**src/rtl/clk_div_ctrl.sv**
```systemverilog
// clk_div_ctrl: run-controlled divider with ratios /2, /4, /8 and /16.
// A new ratio is requested over a four-phase sel_req/sel_ack handshake.
// Ratio changes and stops are applied only at the end of a divided period,
// so div_clk never shows a phase shorter than half the ratio in force.
// div_clk and tick are registered. Both are computed from next-state values,
// so they are high in the same cycles as count[sel_cur] and count==N-1.
module clk_div_ctrl #(
   parameter int CNT_W = 4
) (
   input  logic       clk,
   input  logic       rst,
   input  logic       run,
   input  logic [1:0] sel_in,
   input  logic       sel_req,
   output logic       sel_ack,
   output logic       busy,
   output logic [1:0] sel_cur,
   output logic       div_clk,
   output logic       tick
);

   typedef enum logic [0:0] {
      ST_IDLE = 1'b0,
      ST_RUN  = 1'b1
   } state_t;

   localparam logic [CNT_W-1:0] CNT_ZERO = '0;
   localparam logic [CNT_W-1:0] CNT_ONE  = CNT_W'(1);
   localparam logic [CNT_W:0]   SPAN_ONE = (CNT_W + 1)'(1);

   // Limit a ratio code so that it never selects a bit above the counter MSB.
   function automatic logic [1:0] clamp_code(input logic [1:0] code);
      if (int'(code) > (CNT_W - 1)) begin
         return 2'(CNT_W - 1);
      end else begin
         return code;
      end
   endfunction

   // Terminal count N-1 for a ratio code, where N = 2^(code+1).
   function automatic logic [CNT_W-1:0] last_cnt(input logic [1:0] code);
      logic [CNT_W:0] span;
      span = SPAN_ONE << ({1'b0, clamp_code(code)} + 3'd1);
      span = span - SPAN_ONE;
      return span[CNT_W-1:0];
   endfunction

   state_t           state_r;
   state_t           state_nxt_s;
   logic [CNT_W-1:0] cnt_r;
   logic [CNT_W-1:0] cnt_nxt_s;
   logic [1:0]       sel_cur_r;
   logic [1:0]       sel_cur_nxt_s;
   logic [1:0]       sel_nxt_r;
   logic [1:0]       sel_nxt_nxt_s;
   logic             busy_r;
   logic             busy_nxt_s;
   logic             ack_r;
   logic             ack_nxt_s;
   logic             div_r;
   logic             div_nxt_s;
   logic             tick_r;
   logic             tick_nxt_s;
   logic             boundary_s;
   logic             apply_s;
   logic             capture_s;

   // Decode period boundary, ratio apply and request capture from registers.
   always_comb begin
      boundary_s = (state_r == ST_RUN) && (cnt_r == last_cnt(sel_cur_r));
      apply_s    = busy_r && ((state_r == ST_IDLE) || boundary_s);
      capture_s  = sel_req && !ack_r && !busy_r;
   end

   // State register.
   always_ff @(posedge clk or negedge rst) begin
      if (!rst) begin
         state_r <= ST_IDLE;
      end else begin
         state_r <= state_nxt_s;
      end
   end

   // Next state: start on run; stop only at a period boundary.
   always_comb begin
      state_nxt_s = state_r;
      case (state_r)
         ST_IDLE: begin
            if (run) begin
               state_nxt_s = ST_RUN;
            end else begin
               state_nxt_s = ST_IDLE;
            end
         end
         ST_RUN: begin
            if (boundary_s && !run) begin
               state_nxt_s = ST_IDLE;
            end else begin
               state_nxt_s = ST_RUN;
            end
         end
         default: state_nxt_s = ST_IDLE;
      endcase
   end

   // Next values for the counter, the ratio handshake and the registered outputs.
   always_comb begin
      cnt_nxt_s     = CNT_ZERO;
      sel_cur_nxt_s = sel_cur_r;
      sel_nxt_nxt_s = sel_nxt_r;
      busy_nxt_s    = busy_r;
      ack_nxt_s     = ack_r;

      if ((state_r == ST_RUN) && !boundary_s) begin
         cnt_nxt_s = cnt_r + CNT_ONE;
      end else begin
         cnt_nxt_s = CNT_ZERO;
      end

      if (apply_s) begin
         sel_cur_nxt_s = sel_nxt_r;
         busy_nxt_s    = 1'b0;
         ack_nxt_s     = 1'b1;
      end else if (capture_s) begin
         sel_nxt_nxt_s = clamp_code(sel_in);
         busy_nxt_s    = 1'b1;
         ack_nxt_s     = ack_r;
      end else if (!sel_req) begin
         ack_nxt_s     = 1'b0;
      end else begin
         ack_nxt_s     = ack_r;
      end

      if (state_nxt_s == ST_RUN) begin
         div_nxt_s  = cnt_nxt_s[clamp_code(sel_cur_nxt_s)];
         tick_nxt_s = (cnt_nxt_s == last_cnt(sel_cur_nxt_s));
      end else begin
         div_nxt_s  = 1'b0;
         tick_nxt_s = 1'b0;
      end
   end

   // Datapath and output registers.
   always_ff @(posedge clk or negedge rst) begin
      if (!rst) begin
         cnt_r     <= CNT_ZERO;
         sel_cur_r <= 2'd0;
         sel_nxt_r <= 2'd0;
         busy_r    <= 1'b0;
         ack_r     <= 1'b0;
         div_r     <= 1'b0;
         tick_r    <= 1'b0;
      end else begin
         cnt_r     <= cnt_nxt_s;
         sel_cur_r <= sel_cur_nxt_s;
         sel_nxt_r <= sel_nxt_nxt_s;
         busy_r    <= busy_nxt_s;
         ack_r     <= ack_nxt_s;
         div_r     <= div_nxt_s;
         tick_r    <= tick_nxt_s;
      end
   end

   assign sel_ack = ack_r;
   assign busy    = busy_r;
   assign sel_cur = sel_cur_r;
   assign div_clk = div_r;
   assign tick    = tick_r;

endmodule

```
**config.mk**
```make
export PLATFORM = sky130hd
export DESIGN_NAME = clk_div_ctrl
export DESIGN_NICKNAME = d
export VERILOG_FILES = /design/src/rtl/clk_div_ctrl.sv
export SDC_FILE = /design/constraint.sdc
export NUM_CORES = 1
export LEC_CHECK = 0
export BUFFER_PORTS_ARGS = -buffer_cell sky130_fd_sc_hd__buf_2
export CORE_AREA = 2 2 39 41
export DETAILED_ROUTE_END_ITERATION = 12
export DIE_AREA = 0 0 41 43
export GPL_ROUTABILITY_DRIVEN = 0
export PLACE_DENSITY = 0.71
export SKIP_LAST_GASP = 1
export SLEW_MARGIN = 0
export SYNTH_ARGS = -nofsm -noshare
export SYNTH_HDL_FRONTEND = slang
export SYNTH_SLANG_ARGS = --single-unit
```
**constraint.sdc**
```tcl
create_clock -name clk -period 2.7 [get_ports clk]
set_input_delay 0 -clock clk [delete_from_list [all_inputs] [get_ports clk]]
set_output_delay 0 -clock clk [all_outputs]
set_load 0.02 [all_outputs]
```
==> results.py, run 1 <==
metrics = {
    "cells_and_area": {
        "register_area_um2": 325,
        "final.fill_count": 115,
        "syn2layout_area_growth_pct": 22.0,
        "antenna_cells": 0,
        "layout_commonest_cell": "dfrtp_1",
        "fin_nets": 77,
        "multiInputGateArea_um2": 293,
        "layout_common_cells": "dfrtp_1, buf_2, nor2_1, dlygate4sd3_1",
        "final_cell_area_um2": 777,
        "drive_above_1_share_pct": 36.2,
    },
    "critical_path": {
        "critPathArrivalTime_ns": 1.77,
        "rrSetupSlack_ns": 1.10,
        "required_ns": 2.87,
        "start_kind": "register",
        "r2r-start": "sel_cur[1]",
        "max_stage_delay_ns": 0.50,
        "cp-endpoint": "sel_cur[1]",
        "path_max_fanout": 10,
        "crit_chain": "and3_1 -> o2111ai_2 -> a31oi_4 -> mux2_4",
        "startpoint": "sel_cur[1]",
        "cp_slowest_cell": "dfrtp_1",
        "reg2reg_depth": 4,
        "path_class": "register to register",
        "worstReg2RegEnd": "sel_cur[1]",
        "worst_setup_path_end_kind": "register",
    },
    "sta": {
        "max_slew_margin_pct": 72.4,
        "maxSlewViolCount": 0,
        "rsz0062_at_grt": "false",
        "tightest_slew_ns": 0.413,
        "clock_skew_ns": 0.00448,
        "setup_violations": 0,
        "tns_ns": 0,
        "setup_ws_ns": 1.10,
        "hold_violations": 0,
        "whs_ns": 0.126,
        "fmax_mhz": 625,
        "finalCriticalPeriod_ns": 1.60,
        "finalCritPeriodShare_pct": 59.3,
    },
    "yosys": {
        "syn-cell-area_um2": 637,
        "syn-instance-count": 50,
        "synth_cell_types": 26,
        "synth_area_per_cell_um2": 12.7,
        "synth_seq_area_share_pct": 51.1,
        "yosysWarnings": 0,
        "ys_ff_latch": 13,
        "synth_nets": 57,
    },
    "clock_network": {
        "tritoncts": "yes",
        "clk_latency_ns": 0.28,
        "clk_path_buf_depth": 2,
        "cts_setup_buffers": 0,
        "clockRootBuffer": "clkbuf_4",
        "numCtsBuffers": 3,
        "path_clk_slew_ns": 0.08,
        "htree_levels": 1,
        "clock-sinks": 13,
    },
    "power": {
        "p_seq_share_pct": 39.5,
        "p_comb_share_pct": 48.2,
        "peakVddDrop_uv": 658,
        "switchingPower_w": 0.000418,
        "power.total_w": 0.00100,
        "power_density_nw_per_um2": 1290,
        "intPower_w": 0.000582,
        "p_leak_nw": 0.372,
        "power_switching_share_pct": 41.8,
        "p_clk_share_pct": 12.3,
    },
    "outcome": {
        "status": "completed",
    },
    "global_route": {
        "grt_pass1_wl_um": 1730,
        "grt_max_degree": 14,
        "track_usage_pct": 15.5,
        "grt.overflow.total": 0,
        "grt_pass1_vias": 389,
        "antenna_found_initial": 0,
    },
    "floorplanning": {
        "die_w_um": 41,
        "die_area_um2": 1760,
        "coreArea_um2": 1380,
        "initial_utilization_pct": 46.0,
        "rows": 14,
        "io_pins": 12,
        "die_h_um": 43,
    },
    "placed_design": {
        "placed_area_um2": 701,
        "portBuffers": 11,
        "detailed_place_hpwl_um": 787,
        "place_ws_ns": 1.12,
    },
    "hold_path": {
        "hold_path_class": "input port to asynchronous set/reset pin",
    },
    "routing": {
        "wirelength_um": 1090,
        "first_pass_iters": 4,
        "wire_per_inst_um": 12.9,
        "ant_nets": 0,
        "first_iter_violations": 4,
        "route.vias.total": 450,
        "via_per_inst": 5.29,
        "drc": 0,
    },
    "flow_run": {
        "maxCapViolCount": 0,
    },
}
## kinds of logic after synthesis
family	count (synthesis)	share of synthesized area (%)
muxes	5	11.8
adders and majority gates	1	1.96
and+or+nand+nor	17	14.0
DFF	13	51.1
buffers and inverters	3	2.95
xor gates and xnor gates	4	5.50
AOI/OAI and AO/OA	7	12.8
## through the flow
stage / utilization (%) / instances
after floorplan: - / 50
after global placement: 50.6 / 76
after detailed placement: 50.6 / 76
after CTS: 56.1 / 85
after global routing: 56.1 / 85
final: 56.1 / 85
## power by group through the flow
stage	registers [W]	logic, W	clock network (W)
floorplan	0.000414	0.000361	0
global placement	0.000398	0.000466	0
detailed placement	0.000399	0.000479	0
CTS	0.000394	0.000487	0.000127
global route	0.000409	0.000535	0.000138
finish	0.000395	0.000483	0.000123
## worst max-delay path, delay by kind of cell, from the launching register on
family	cells	cell delay (ns)
and+or+nand+nor	1	0.22
DFF	1	0.50
muxes	1	0.33
AOI/OAI and AO/OA	2	0.43
## cell usage after synthesis (all sizes together)
master   instances  share of area (%)
nand2            3                1.8
nor2             5                2.9
nor3b            1                1.2
a31oi            1                3.3
and3             2                2.2
nand3            2                1.6
o211ai           1                2.0
o21bai           1                1.2
o211a            1                1.6
dfrtp           13                 51
ha               1                2.0
o2111ai          1                2.4
inv              2                1.2
a21o             1                1.4
o22ai            1               0.98
buf              1                1.8
xor2             2                2.8
nand2b           1               0.98
mux4             1                3.5
mux2             4                8.3
xnor2            2                2.8
nor2b            1               0.98
nor3             2                2.4
## layout make-up
cell class              count  share of cell area (%)
flip-flops and latches     13                    41.9
multi-input cells          34                    37.7
repair buffers             16                    13.5
clock buffers               4                    3.38
well taps                  16                    2.58
inverters                   2                   0.966
## flip-flops by register name, indices dropped and copies added (netlist names)
name and count:
busy 1, cnt_r 4, div_clk 1, sel_ack 1, sel_cur 2, sel_nxt_r 2
state_r 1, tick 1
## how the worst min path moves through the flow
stage               cells past startpoint      end  startpoint
detailed placement                      1     busy         rst
floorplan                               0     busy         rst
global placement                        1  div_clk         rst
global route                            2     busy         rst
finish                                  2     busy         rst
CTS                                     2     busy         rst
## per-layer routing
metal / global-route usage [%] / vias up / part of all wire (%)
met1: 20.6 / 219 / 48
met5: 0 / - / 0
met4: 8.00 / 0 / 2.5
met3: 4.71 / 2 / 2.7
li1: - / 217 / -
met2: 21.9 / 12 / 47
## repair_timing
action / CTS / global route
resized for setup: 0 / 0
endpoints found under the hold margin: 17 / 0
hold buffers: 5 / 0
No activity file was read; power rests on OpenSTA's default activity.
==> run 2: changes to the inputs <==
Clock period 2.7 ns to 1.54 ns, I/O delays scaled along.
==> run 2 against run 1 <==
Final cell count increased by 7.1%. Clock skew decreased by 0.0030 ns. Non-clock buffer count grew 6. Global-route usage rose by 3.1 points. Worst setup slack got worse by 1.1 ns. Sequential share of layout area decreased by 3.3 points. Final area is 10% higher. Critical path type unchanged. Largest cell class unchanged. Largest power group unchanged. Highest routed layer unchanged.
==> results.py, run 2 (synthesis gave the netlist of run 1 again) <==
metrics = {
    "outcome": {
        "status": "completed",
    },
    "clock_network": {
        "clock-sinks": 13,
        "numCtsBuffers": 3,
        "clk_latency_ns": 0.27,
        "path_clk_slew_ns": 0.08,
        "clockRootBuffer": "clkbuf_4",
        "tritoncts": "yes",
        "htree_levels": 1,
        "clk_path_buf_depth": 2,
    },
    "critical_path": {
        "startpoint": "cnt_r[2]",
        "start_kind": "register",
        "path_class": "register to register",
        "r2r-start": "cnt_r[2]",
        "cp-endpoint": "sel_cur[1]",
        "cp.depth": 4,
        "worst_setup_path_end_kind": "register",
        "required_ns": 1.70,
        "max_stage_delay_ns": 0.44,
        "worstReg2RegEnd": "sel_cur[1]",
        "crit_family": "compound AO/OA/AOI/OAI gates",
        "rrSetupSlack_ns": 0.007,
        "reg2reg_depth": 4,
        "crit_chain": "nor3_2 -> o2111ai_2 -> a31oi_4 -> mux2_4",
        "path_max_fanout": 5,
        "timing.critical_path.buf_inv": 0,
        "critPathArrivalTime_ns": 1.69,
        "cp_slowest_cell": "dfrtp_2",
    },
    "sta": {
        "hold_violations": 0,
        "clock_skew_ns": 0.00145,
        "finalCritPeriodShare_pct": 99.6,
        "maxSlewViolCount": 0,
        "tightest_slew_ns": 0.394,
        "finalCriticalPeriod_ns": 1.53,
        "max_slew_margin_pct": 73.7,
        "rsz0062_at_grt": "true",
        "setup_violations": 0,
        "fmax_mhz": 652,
    },
    "floorplanning": {
        "die_area_um2": 1760,
        "io_pins": 12,
        "die_h_um": 43,
        "rows": 14,
        "initial_utilization_pct": 46.0,
        "coreArea_um2": 1380,
        "die_w_um": 41,
    },
    "placed_design": {
        "portBuffers": 11,
        "placed_cells_incl_taps": 80,
        "detailed_place_hpwl_um": 918,
        "placed_area_um2": 737,
    },
    "cells_and_area": {
        "layout_commonest_cell": "buf_2",
        "largest_reg_flops": 4,
        "antenna_cells": 0,
        "syn2layout_area_growth_pct": 34.6,
        "regMostFlops": "cnt_r",
        "final_cell_area_um2": 857,
        "fin_nets": 83,
        "layout_common_cells": "buf_2, dfrtp_1, buf_4",
        "drive_above_1_share_pct": 50.7,
        "stdcell_count": 91,
        "final.fill_count": 114,
    },
    "routing": {
        "via_per_inst": 5.12,
        "first_pass_iters": 3,
        "first_iter_violations": 4,
        "ant_nets": 0,
        "wirelength_um": 1270,
        "route.vias.total": 466,
        "wire_per_inst_um": 14.0,
        "drc": 0,
    },
    "global_route": {
        "grt.overflow.total": 0,
        "grt_max_degree": 14,
        "antenna_found_initial": 0,
        "track_usage_pct": 18.6,
        "grt_pass1_wl_um": 2100,
        "grt_pass1_vias": 484,
    },
    "power": {
        "power.total_w": 0.00198,
        "p_leak_nw": 0.404,
        "power_density_nw_per_um2": 2310,
        "peakVddDrop_uv": 1200,
    },
    "hold_path": {
        "hold_path_class": "input port to asynchronous set/reset pin",
    },
    "flow_run": {
        "maxCapViolCount": 0,
    },
}
==> run 2: worst min-delay path by stage <==
stage	startpoint	endpoint	slack (ns)	cells after the start
CTS	rst	busy	0.14	2
floorplan	rst	busy	-0.30	0
global route	rst	busy	0.16	2
global placement	rst	sel_cur[0]	-0.10	1
finish	rst	tick	0.13	2
detailed placement	rst	tick	-0.1	1
==> run 2: stage by stage <==
stage | setup TNS, ns | util (%) | hold WS [ns] | setup WS (ns)
2_1_floorplan | -0.0263 | - | -0.296 | -0.0138
3_3_place_gp | -0.000178 | 53.3 | -0.100 | -0.000178
3_5_place_dp | -0.0737 | 53.3 | -0.0975 | -0.0394
4_1_cts | -0.0103 | 59.9 | 0.143 | -0.0103
5_1_grt | -0.126 | 61.9 | 0.159 | -0.0385
6_report | 0 | 61.9 | 0.131 | 0.00664
==> run 2: cell type report <==
class                      instances  area, µm²  area share [%]
sequential                        13        330            38.5
multi-input combinational         34        323            37.7
timing repair buffer              22        150            17.5
clock buffer                       4       26.3            3.07
tap                               16       20.0            2.34
inverter                           2       7.51           0.876
==> run 2: per-layer routing <==
metal / global-route usage (%) / share of wire [%] / vias to the layer above
li1: - / - / 228
met1: 23.5 / 45 / 226
met2: 28.7 / 50 / 10
met3: 4.71 / 3.1 / 2
met4: 8.00 / 1.5 / 0
met5: 0 / 0 / -
==> run 2: power by group <==
| group | internal, W | switching [W] | total, W | leakage (nW) |
|---|---|---|---|---|
| combinational | 0.000544 | 0.000544 | 0.00109 | 0.237 |
| clock | 0.000100 | 0.000108 | 0.000208 | 0.0150 |
| sequential | 0.000512 | 0.000170 | 0.000682 | 0.153 |
| total | 0.00116 | 0.000822 | 0.00198 | 0.404 |
==> run 2: what timing repair did <==
action,4_1_cts,5_1_grt
gates cloned,0,0
hold buffers,5,0
pin swaps,2,3
setup buffers,2,0
setup endpoints to repair,2,5
hold endpoints to repair,17,0
resized for setup,1,6
==> run 3: changes to the inputs <==
Settings changed: PLACE_DENSITY 0.71 to 0.77.
==> run 3 against run 2 <==
The flow now finishes with violations (setup timing). Sequential share of layout area decreased by 0.28 points. Register-to-register slack got worse by 0.02 ns. Combinational power about the same. Via count increased by 2.8%. Die area unchanged. Utilization increased by 0.45 points. Final cell count increased by 2.2%. Global-route usage decreased by 0.72 points.
==> results.py, run 3 (synthesis gave the netlist of run 1 again) <==
metrics = {
    "floorplanning": {
        "die_area_um2": 1760,
        "coreArea_um2": 1380,
        "initial_utilization_pct": 46.0,
        "rows": 14,
        "die_w_um": 41,
        "die_h_um": 43,
        "io_pins": 12,
    },
    "placed_design": {
        "portBuffers": 11,
        "placed_area_um2": 737,
        "detailed_place_hpwl_um": 869,
    },
    "clock_network": {
        "clock-sinks": 13,
        "htree_levels": 1,
        "numCtsBuffers": 3,
        "clockRootBuffer": "clkbuf_4",
        "path_clk_slew_ns": 0.08,
        "clk_path_buf_depth": 2,
        "tritoncts": "yes",
        "clk_latency_ns": 0.27,
    },
    "sta": {
        "whs_ns": 0.136,
        "finalCritPeriodShare_pct": 101,
        "setup_violations": 2,
        "tns_ns": -0.0171,
        "clock_skew_ns": 0.00176,
        "setup_ws_ns": -0.0154,
        "max_slew_margin_pct": 72.5,
        "hold_violations": 0,
        "tightest_slew_ns": 0.412,
        "finalCriticalPeriod_ns": 1.56,
        "fmax_mhz": 643,
        "rsz0062_at_grt": "true",
        "maxSlewViolCount": 0,
    },
    "cells_and_area": {
        "fin_nets": 85,
        "layout_commonest_cell": "buf_2",
        "final_cell_area_um2": 863,
        "layout_common_cells": "buf_2, dfrtp_1, buf_4",
        "antenna_cells": 0,
        "drive_above_1_share_pct": 51.9,
        "regMostFlops": "cnt_r",
        "syn2layout_area_growth_pct": 35.6,
        "largest_reg_flops": 4,
    },
    "global_route": {
        "grt_pass1_vias": 481,
        "grt_pass1_wl_um": 2050,
        "antenna_found_initial": 0,
        "grt_max_degree": 14,
        "track_usage_pct": 17.8,
        "grt.overflow.total": 0,
    },
    "critical_path": {
        "start_kind": "register",
        "timing.critical_path.buf_inv": 1,
        "worstReg2RegEnd": "sel_cur[1]",
        "max_stage_delay_ns": 0.45,
        "worst_setup_path_end_kind": "register",
        "cp_slowest_cell": "dfrtp_2",
        "r2r-start": "cnt_r[2]",
        "path_class": "register to register",
        "required_ns": 1.70,
        "crit_chain": "buf_4 -> nor3_2 -> o211ai_2 -> a31oi_4 -> mux2_4",
        "crit_family": "flip-flops",
        "reg2reg_depth": 5,
        "path_max_fanout": 4,
        "critPathArrivalTime_ns": 1.71,
        "rrSetupSlack_ns": -0.02,
    },
    "routing": {
        "drc": 0,
        "first_pass_iters": 4,
        "ant_nets": 0,
        "wirelength_um": 1310,
        "first_iter_violations": 8,
        "route.vias.total": 479,
        "via_per_inst": 5.15,
        "wire_per_inst_um": 14.0,
    },
    "power": {
        "power_density_nw_per_um2": 2300,
        "p_leak_nw": 0.411,
        "peakVddDrop_uv": 1120,
        "power.total_w": 0.00199,
    },
    "outcome": {
        "violations": "setup timing",
        "status": "finished with violations",
    },
    "flow_run": {
        "maxCapViolCount": 0,
    },
    "hold_path": {
        "hold_path_class": "input port to asynchronous set/reset pin",
    },
}
[run 3: changes by cell type in the layout (fill, tap and decap cells not counted), sizes merged]
cell	change
buf	+2
[run 3: where the power goes]
part           total, W  switching (W)  internal, W
sequential     0.000691       0.000180     0.000511
combinational   0.00109       0.000515     0.000571
clock          0.000210       0.000109     0.000100
total           0.00199       0.000804      0.00118
[run 3: worst max path at each step]
stage                     slack [ns]         end  depth (start not counted)       start
after floorplan                -0.01  sel_cur[1]                          5  sel_cur[1]
after global placement          0.04  sel_cur[1]                          4    cnt_r[2]
after detailed placement       -0.02  sel_cur[1]                          4    cnt_r[2]
after CTS                       0.01  sel_cur[1]                          4    cnt_r[2]
after global routing           -0.05  sel_cur[1]                          5    cnt_r[2]
final                          -0.02  sel_cur[1]                          5    cnt_r[2]
[run 3: cell type report]
| cell class | instances | area, µm² |
|---|---|---|
| fill | 110 | 520 |
| clock buffer | 4 | 26.3 |
| tap | 16 | 20.0 |
| timing repair buffer | 24 | 165 |
| inverter | 2 | 7.51 |
| sequential | 13 | 330 |
| multi-input combinational | 34 | 314 |
[run 3: worst reg2reg max path, cell delays in order, from the launching register on]
cell and delay (ns):
dfrtp_2 0.45, buf_4 0.17, nor3_2 0.14, o211ai_2 0.14, a31oi_4 0.23, mux2_4 0.33
[run 3: through the flow]
stage / setup slack (ns) / util [%] / std cells
2_1_floorplan: -0.0138 / - / 50
3_3_place_gp: 0.0386 / 53.3 / 80
3_5_place_dp: -0.0229 / 53.3 / 80
4_1_cts: 0.0119 / 60.5 / 92
5_1_grt: -0.0528 / 62.4 / 93
6_report: -0.0154 / 62.4 / 93
[run 3: what timing repair did]
action,in CTS,in global routing
pin swaps,2,1
hold buffers,5,0
endpoints found under the hold margin,17,0
setup endpoints to repair,2,5
setup buffers,3,1
gates resized for setup,1,5
[run 3: metal layers]
metal	up-vias	track usage (%)	part of all wire (%)	wire length, µm
li1	230	-	-	-
met1	236	22.0	41	541
met2	11	27.8	55	714
met3	2	3.14	2.7	35
met4	0	10.0	1.1	14
met5	-	0	0	0
